[src/rtl/mdiv_seq_if.sv]
// Operand/result handshake bundle for the sequential mantissa divider.
// The producer/consumer side uses master; the divider uses slave.
interface mdiv_seq_if #(
  parameter int WIDTH = 23,
  parameter int GUARD = 3
);
  logic             flush;
  logic             in_valid;
  logic             in_ready;
  logic [WIDTH-1:0] m1;
  logic [WIDTH-1:0] m2;
  logic             out_valid;
  logic             out_ready;
  logic [WIDTH-1:0] m3;
  logic [GUARD-1:0] guard;
  logic             sticky;
  logic             decrement_exponent;
  logic             busy;

  modport master (
    output flush, in_valid, m1, m2, out_ready,
    input  in_ready, out_valid, m3, guard, sticky, decrement_exponent, busy
  );

  modport slave (
    input  flush, in_valid, m1, m2, out_ready,
    output in_ready, out_valid, m3, guard, sticky, decrement_exponent, busy
  );
endinterface

[src/rtl/mdiv_seq.sv]
// Radix-2 restoring divider for {1,m1}/{1,m2}, one quotient bit per clock,
// producing a normalised fraction with guard/sticky for the rounder.
module mdiv_seq #(
  parameter int WIDTH = 23,
  parameter int GUARD = 3
) (
  input logic        clk,
  input logic        rst_n,
  mdiv_seq_if.slave  bus
);
  localparam int N  = WIDTH + GUARD + 2;
  localparam int CW = $clog2(N);

  typedef enum logic [1:0] {IDLE, ITER, DONE} state_t;

  state_t           state_q, state_d;
  logic [WIDTH+1:0] rem_q, rem_d;
  logic [WIDTH:0]   div_q, div_d;
  // Holds N-1 bits; the last quotient bit is only needed combinationally on the final edge.
  logic [N-2:0]     quo_q, quo_d;
  logic [CW-1:0]    cnt_q, cnt_d;
  logic [WIDTH-1:0] m3_q, m3_d;
  logic [GUARD-1:0] guard_q, guard_d;
  logic             sticky_q, sticky_d;
  logic             dec_q, dec_d;

  logic [WIDTH+1:0] div_ext;
  logic [WIDTH+1:0] rem_sub;
  logic             qbit;
  logic [N-1:0]     quo_nxt;

  always_ff @(posedge clk or negedge rst_n) begin
    if (!rst_n) begin
      state_q  <= IDLE;
      rem_q    <= '0;
      div_q    <= '0;
      quo_q    <= '0;
      cnt_q    <= '0;
      m3_q     <= '0;
      guard_q  <= '0;
      sticky_q <= 1'b0;
      dec_q    <= 1'b0;
    end else begin
      state_q  <= state_d;
      rem_q    <= rem_d;
      div_q    <= div_d;
      quo_q    <= quo_d;
      cnt_q    <= cnt_d;
      m3_q     <= m3_d;
      guard_q  <= guard_d;
      sticky_q <= sticky_d;
      dec_q    <= dec_d;
    end
  end

  always_comb begin
    state_d  = state_q;
    rem_d    = rem_q;
    div_d    = div_q;
    quo_d    = quo_q;
    cnt_d    = cnt_q;
    m3_d     = m3_q;
    guard_d  = guard_q;
    sticky_d = sticky_q;
    dec_d    = dec_q;

    div_ext = {1'b0, div_q};
    qbit    = (rem_q >= div_ext);
    rem_sub = qbit ? (rem_q - div_ext) : rem_q;
    quo_nxt = {quo_q, qbit};

    case (state_q)
      IDLE: begin
        if (!bus.flush && bus.in_valid) begin
          rem_d   = {1'b0, 1'b1, bus.m1};
          div_d   = {1'b1, bus.m2};
          quo_d   = '0;
          cnt_d   = CW'(N - 1);
          state_d = ITER;
        end
      end
      ITER: begin
        if (bus.flush) begin
          state_d = IDLE;
        end else begin
          quo_d = quo_nxt[N-2:0];
          rem_d = {rem_sub[WIDTH:0], 1'b0};
          if (cnt_q == '0) begin
            state_d = DONE;
            // Quotient lies in (0.5, 2): either bit N-1 or bit N-2 leads.
            if (quo_nxt[N-1]) begin
              m3_d     = quo_nxt[N-2 -: WIDTH];
              guard_d  = quo_nxt[GUARD -: GUARD];
              sticky_d = quo_nxt[0] | (rem_sub != '0);
              dec_d    = 1'b0;
            end else begin
              m3_d     = quo_nxt[N-3 -: WIDTH];
              guard_d  = quo_nxt[GUARD-1:0];
              sticky_d = (rem_sub != '0);
              dec_d    = 1'b1;
            end
          end else begin
            cnt_d = cnt_q - 1'b1;
          end
        end
      end
      DONE: begin
        if (bus.flush || bus.out_ready) state_d = IDLE;
      end
      default: state_d = IDLE;
    endcase
  end

  assign bus.in_ready           = (state_q == IDLE);
  assign bus.busy               = (state_q == ITER);
  assign bus.out_valid          = (state_q == DONE);
  assign bus.m3                 = m3_q;
  assign bus.guard              = guard_q;
  assign bus.sticky             = sticky_q;
  assign bus.decrement_exponent = dec_q;
endmodule

[src/flat_wrapper.sv]
// flat-port wrapper written by rule: the top's interface ports become plain ports
module mdiv_seq_flat 
#(
  parameter int WIDTH = 23,
  parameter int GUARD = 3
)
  (clk, rst_n, bus_flush, bus_in_valid, bus_m1, bus_m2, bus_out_ready, bus_in_ready, bus_out_valid, bus_m3, bus_guard, bus_sticky, bus_decrement_exponent, bus_busy);
  mdiv_seq_if #(.WIDTH(WIDTH), .GUARD(GUARD)) bus_i ();
  input logic clk;
  input logic rst_n;
  input wire logic [$bits(bus_i.flush)-1:0] bus_flush;
  input wire logic [$bits(bus_i.in_valid)-1:0] bus_in_valid;
  input wire logic [$bits(bus_i.m1)-1:0] bus_m1;
  input wire logic [$bits(bus_i.m2)-1:0] bus_m2;
  input wire logic [$bits(bus_i.out_ready)-1:0] bus_out_ready;
  output wire logic [$bits(bus_i.in_ready)-1:0] bus_in_ready;
  output wire logic [$bits(bus_i.out_valid)-1:0] bus_out_valid;
  output wire logic [$bits(bus_i.m3)-1:0] bus_m3;
  output wire logic [$bits(bus_i.guard)-1:0] bus_guard;
  output wire logic [$bits(bus_i.sticky)-1:0] bus_sticky;
  output wire logic [$bits(bus_i.decrement_exponent)-1:0] bus_decrement_exponent;
  output wire logic [$bits(bus_i.busy)-1:0] bus_busy;
  assign bus_i.flush = bus_flush;
  assign bus_i.in_valid = bus_in_valid;
  assign bus_i.m1 = bus_m1;
  assign bus_i.m2 = bus_m2;
  assign bus_i.out_ready = bus_out_ready;
  assign bus_in_ready = bus_i.in_ready;
  assign bus_out_valid = bus_i.out_valid;
  assign bus_m3 = bus_i.m3;
  assign bus_guard = bus_i.guard;
  assign bus_sticky = bus_i.sticky;
  assign bus_decrement_exponent = bus_i.decrement_exponent;
  assign bus_busy = bus_i.busy;
  mdiv_seq #(.WIDTH(WIDTH), .GUARD(GUARD)) u_core (.clk(clk), .rst_n(rst_n), .bus(bus_i));
endmodule
[config.mk]
export PLATFORM = sky130hd
export DESIGN_NAME = mdiv_seq_flat
export DESIGN_NICKNAME = d
export VERILOG_FILES = /design/src/rtl/mdiv_seq_if.sv /design/src/rtl/mdiv_seq.sv /design/src/flat_wrapper.sv
export SDC_FILE = /design/constraint.sdc
export NUM_CORES = 1
export LEC_CHECK = 0
export ABC_AREA = 0
export CORE_MARGIN = 3
export CORE_UTILIZATION = 41
export CTS_CLUSTER_DIAMETER = 60
export DETAILED_ROUTE_END_ITERATION = 8
export GPL_TIMING_DRIVEN = 0
export PLACE_DENSITY = 0.64
export SLEW_MARGIN = 30
export SYNTH_ARGS = -nofsm -noshare
export SYNTH_HDL_FRONTEND = slang
export SYNTH_SLANG_ARGS = --single-unit
[constraint.sdc]
create_clock -name clk -period 3.1 [get_ports clk]
set_input_delay 0.775 -clock clk [delete_from_list [all_inputs] [get_ports clk]]
set_output_delay 0.775 -clock clk [all_outputs]
set_load 0.01 [all_outputs]
# == After elaboration in Yosys (flattened, before gate mapping) ==
# Cells that the tools add are included.
# totals
inputBits,51
out_inout_bits,31
ff_bits,111
# classes
n_reduce_logical,12
n_lt_le_gt_ge,1
n_addsub,2
mux,20
bitwise,2
n_eq_ne,7
# ops
op,count
25-bit 2-to-1 mux,3
27-bit 2-to-1 mux,2
27-bit one-hot mux with 2 select lines,1
25-bit one-hot mux with 2 select lines,1
25-bit by 24-bit >= comparator with 1-bit output,1
25-bit nonzero test,1
25-bit by 24-bit subtractor with 25-bit output,1
23-bit 2-to-1 mux,1
5-bit 2-to-1 mux,3
5-bit one-hot mux with 2 select lines,1
3-bit AND reduction,3
2-bit 2-to-1 mux,4
2-bit one-hot mux with 3 select lines,1
5-bit logical NOT,1
5-bit by 1-bit subtractor with 5-bit output (second input constant),1
2-bit by 1-bit inequality test with 1-bit output (second input constant),2
2-bit inequality test (second input constant),2
4-bit AND reduction,1
3-bit 2-to-1 mux,1
3-bit by 2-bit inequality test with 1-bit output (second input constant),1
2-bit by 1-bit equality test with 1-bit output (second input constant),1
2-bit equality test (second input constant),1
2-bit logical NOT,1
1-bit 2-to-1 mux,2
other kinds (7),7

# == Depth between registers and ports, before layout ==
# logic_depth
word_depth,5
depth_mapped,14
mapped_depth_nobuf,13

# == Worst setup path after synthesis ==
# No wires, ideal clock.
# synth_path
path_type,register to register
startpoint,register u_core.rem_q[0]
endpoint,register u_core.sticky_q (netlist: u_core.bus.sticky)
path_stages_with_launch,14
path_slack_ns,0.392
setup_ns,0.141
required_ns,2.959
t_arrival_ns,2.567
cell_sequence,dfrtp_1 inv_1 ha_1 inv_1 fa_1 a21o_1 a221oi_4 o31ai_2 nor4b_1 nor4_1 nor4_1 nand4bb_1 a21oi_1 a41oi_1
# synth_via
elab_chain_cells,5
elab_cells_between_ends,6
classes_between,add/sub (1); order compare (1); mux (2); bitwise (1); reduce/logical (1)
# synth_lines
item,line,text
start: declaration,mdiv_seq.sv:17,"logic [WIDTH+1:0] rem_q, rem_d;"
start signal: assignment,mdiv_seq.sv:45,rem_q <= rem_d;
25-bit by 24-bit subtractor with 25-bit output or 25-bit by 24-bit >= comparator with 1-bit output (tied branches),"mdiv_seq.sv:69, mdiv_seq.sv:68",
25-bit 2-to-1 mux,mdiv_seq.sv:69,rem_sub = qbit ? (rem_q - div_ext) : rem_q;
25-bit nonzero test,"mdiv_seq.sv:94, mdiv_seq.sv:99",
1-bit bitwise OR,mdiv_seq.sv:94,sticky_d = quo_nxt[0] | (rem_sub != '0);
1-bit 2-to-1 mux (*),mdiv_seq.sv:91,if (quo_nxt[N-1]) begin
end signal: assignment,mdiv_seq.sv:51,sticky_q <= sticky_d;
end: declaration,mdiv_seq.sv:24,"logic sticky_q, sticky_d;"
# Every way passes the cells marked *; elsewhere a longest branch is shown, timed or not.
# A chain may end at the register's enable or synchronous reset.

# == Worst setup path in the final report ==
# Ends and elaborated chain as after synthesis.

==> impl_metrics.py <==
metrics = {
    "yosys": {
        "yosys_register_bits": 111,
        "async_flop_share": 1.00,
        "syn-cell-area_sq_um": 6360,
        "synth_nets": 755,
        "ys_seq_area_frac": 0.436,
        "yosysWarnings": 0,
        "netlist_instances": 677,
        "ys.flop_type": "dfrtp_1",
        "synth_edf_count": 0,
        "synthDistinctLibCells": 64,
        "avgSynthCellArea_sq_um": 9.40,
    },
    "pwr": {
        "p_comb_frac": 0.554,
        "leakagePower_nw": 3.35,
        "p_int_mw": 3.85,
        "seqPwrFrac": 0.279,
        "p_switching_mw": 3.12,
        "clockPowerShare": 0.167,
        "switching_share": 0.448,
        "ir_drop_uv": 411,
        "cellPowerDensity_nw_per_um2": 897,
    },
    "global_route": {
        "track_usage": 0.219,
        "grt_pass1_vias": 5360,
        "grt_start_max_net_pins": 65,
        "grt_pass1_wl_mm": 28.9,
        "antenna_found_initial": 0,
        "grt-ovfl-total": 0,
    },
    "clock_tree": {
        "cts_tree": "yes",
        "htreeDepth": 3,
        "cts-root-buf": "clkbuf_16",
        "numClockSinks": 111,
        "cts_max_path_buffers": 2,
        "postCtsHoldBufs": 0,
        "clock_latency_ns": 0.36,
        "cts_buffers": 9,
        "clk_pin_slew_ns": 0.08,
    },
    "route": {
        "ant_nets": 0,
        "met1_length_mm": 8.73,
        "route.met3.wl_mm": 1.09,
        "vias_per_cell": 5.74,
        "drt_wl_total_mm": 18.1,
        "drt_pre_antenna_iters": 5,
        "top_layer": "met4",
        "drc": 0,
        "wl_per_cell_um": 18.9,
        "drt_iter0_drc": 533,
        "met2_length_mm": 8.07,
        "route.vias.total": 5510,
    },
    "worst_setup_path": {
        "required_ns": 3.33,
        "arrival_ns": 3.32,
        "reg2reg_to": "u_core.bus.sticky",
        "crit_path_start_kind": "register",
        "reg2reg_from": "u_core.rem_q[0]",
        "cp_max_fo": 4,
        "startpoint": "u_core.rem_q[0]",
        "cp-end-kind": "register",
        "path_class": "register to register",
        "r2r_cells": 14,
        "ff2ff_setup_slack_ns": 0.01,
    },
    "sta": {
        "rsz0062_at_grt": "yes",
        "period_minus_slack_ns": 3.09,
        "finalCritPeriodShare": 0.996,
        "slew_headroom": 0.475,
        "finalSetupTns_ns": 0,
        "finalHoldViolCount": 0,
        "tightest_slew_ns": 0.776,
        "finalMaxSlewViolations": 0,
        "fmax_mhz": 324,
        "finClkSkew_ns": 0.0115,
        "finalSetupViolations": 0,
    },
    "finish": {
        "insertedDiodeCount": 0,
        "area_delta_synth_final_pct": 22.1,
        "postLayoutCoreUtil": 0.523,
        "fin_cells": 960,
        "final_nets": 850,
        "drive_gt1_frac": 0.0606,
    },
    "die": {
        "ios": 82,
        "die_area_sq_um": 17100,
        "initial_core_util": 0.428,
        "std_cell_rows": 44,
        "die_x_um": 131,
        "die_h_um": 131,
        "coreArea_sq_um": 14900,
    },
    "placed_design": {
        "hpwl_mm": 13.6,
        "gp_congestion": 0.891,
        "numPortBuffers": 81,
        "dp.cells": 943,
    },
    "min_path": {
        "hold_path_class": "primary input to asynchronous set/reset pin",
    },
    "flow_run": {
        "drv_cap": 0,
    },
    "status": {
        "status": "finished clean",
    },
}
## state kept, by name (all words and copies together) (netlist names)
name	count
u_core.cnt_q	5
u_core.bus.m3	23
u_core.bus.guard	3
u_core.div_q	24
u_core.bus.sticky	1
u_core.bus.decrement_exponent	1
u_core.state_q	2
u_core.quo_q	27
u_core.rem_q	25
## placed cells by master, fill, tap and decap left out, types with 4 or more instances in the layout
cell,Yosys,layout
dfrtp_1,111,111
nand2_1,91,91
clkdlybuf4s50_1,0,80
o21ai_0,79,78
mux2i_1,44,44
inv_1,36,36
a21oi_1,32,32
clkbuf_1,28,28
nor2_1,28,28
a22o_1,27,27
ha_1,26,25
a21o_1,16,16
xor2_1,13,13
a31oi_1,12,12
a22oi_1,11,11
clkbuf_16,0,9
nor3_1,8,8
xnor2_1,7,7
nand2b_1,6,6
buf_2,6,6
and3_1,6,6
and4_1,5,5
nand3_1,5,5
nor4_1,7,5
a211oi_1,4,4
nand4_1,4,4
a211o_1,4,4
o21ai_1,3,4
## worst max path at each step
stage	end	slack [ns]
after floorplan	u_core.bus.sticky	0.39
after global placement	u_core.bus.m3[9]	-3.00
after detailed placement	u_core.div_q[4]	-0.33
after CTS	u_core.bus.sticky	-0.02
after global routing	u_core.bus.sticky	-0.18
final	u_core.bus.sticky	0.01
## worst max-delay path, cell delays in order, from the launching register on
cell      delay [ns]
dfrtp_1         0.40
inv_1           0.06
ha_2            0.19
inv_1           0.06
fa_2            0.35
a21o_1          0.21
a221oi_4        0.35
buf_4           0.18
nand3b_1        0.12
and3_1          0.19
o21ai_1         0.09
xor2_1          0.16
nand4b_1        0.24
o31ai_2         0.24
a41oi_1         0.13
## Yosys cell counts, types with 2 or more instances
cell / instances / area (sq um)
a211o_1: 4 / 35.0
a211oi_1: 4 / 30.0
a21o_1: 16 / 120
a21oi_1: 32 / 160
a22o_1: 27 / 236
a22oi_1: 11 / 82.6
a31oi_1: 12 / 75.1
and2_1: 3 / 18.8
and3_1: 6 / 37.5
and4_1: 5 / 43.8
buf_2: 6 / 30.0
buf_6: 3 / 33.8
clkbuf_1: 28 / 105
dfrtp_1: 111 / 2780
ha_1: 26 / 325
inv_1: 36 / 135
mux2i_1: 44 / 440
nand2_1: 91 / 342
nand2b_1: 6 / 37.5
nand3_1: 5 / 25.0
nand3b_1: 3 / 22.5
nand4_1: 4 / 25.0
nor2_1: 28 / 105
nor2b_1: 2 / 12.5
nor3_1: 8 / 40.0
nor4_1: 7 / 43.8
nor4b_1: 3 / 26.3
nor4b_2: 2 / 30.0
o211ai_1: 3 / 22.5
o21a_1: 3 / 22.5
o21ai_0: 79 / 395
o21ai_1: 3 / 15.0
o21bai_1: 2 / 15.0
o31ai_1: 3 / 22.5
o31ai_2: 2 / 25.0
or3_1: 3 / 18.8
xnor2_1: 7 / 61.3
xor2_1: 13 / 114
## metal layers
metal / vias up / global-route usage
li1: 2624 / -
met1: 2705 / 0.327
met2: 163 / 0.335
met3: 18 / 0.0358
met4: 0 / 0.0490
met5: - / 0
## area by class of cell
type                       instances  area (sq um)
buffer                            39           180
clock buffer                      12           267
clock inverter                     3          25.0
fill                            1365          7090
inverter                          37           139
multi-input combinational        490          3300
sequential                       111          2780
tap                              184           230
timing repair buffer              84           858
## cell families after synthesis
logic type                 after synthesis  share of synthesized area
buffers and inverters                   76                     0.0501
AOI/OAI and AO/OA                      216                      0.222
muxes                                   45                     0.0710
xor gates and xnor gates                20                     0.0275
DFF                                    111                      0.436
adders and majority gates               27                     0.0543
and+or+nand+nor                        182                      0.138
## metrics by stage
stage,power (mW),setup slack [ns],instance area (sq um),hold slack [ns]
after floorplan,4.69,0.392,6360,0.418
after global placement,5.64,-3.00,7400,0.447
after detailed placement,5.69,-0.333,7440,0.447
after CTS,6.92,-0.0199,7760,0.317
after global routing,7.45,-0.177,7770,0.335
final,6.97,0.0116,7770,0.313
## timing repair
action	4_1_cts	5_1_grt
setup buffers	2	0
gates resized for setup	5	2
setup endpoints to repair	1	36
cloned	0	0
pin swaps	3	2
endpoints found under the hold margin	0	0
## power groups by stage
| stage | combinational, mW | sequential [mW] | clock [mW] |
|---|---|---|---|
| global placement | 3.69 | 1.95 | 0 |
| floorplan | 2.85 | 1.85 | 0 |
| CTS | 3.80 | 1.93 | 1.19 |
| finish | 3.86 | 1.95 | 1.16 |
| global route | 4.24 | 1.96 | 1.25 |
| detailed placement | 3.73 | 1.96 | 0 |
Note: power is estimated with default switching activity, not from simulation.
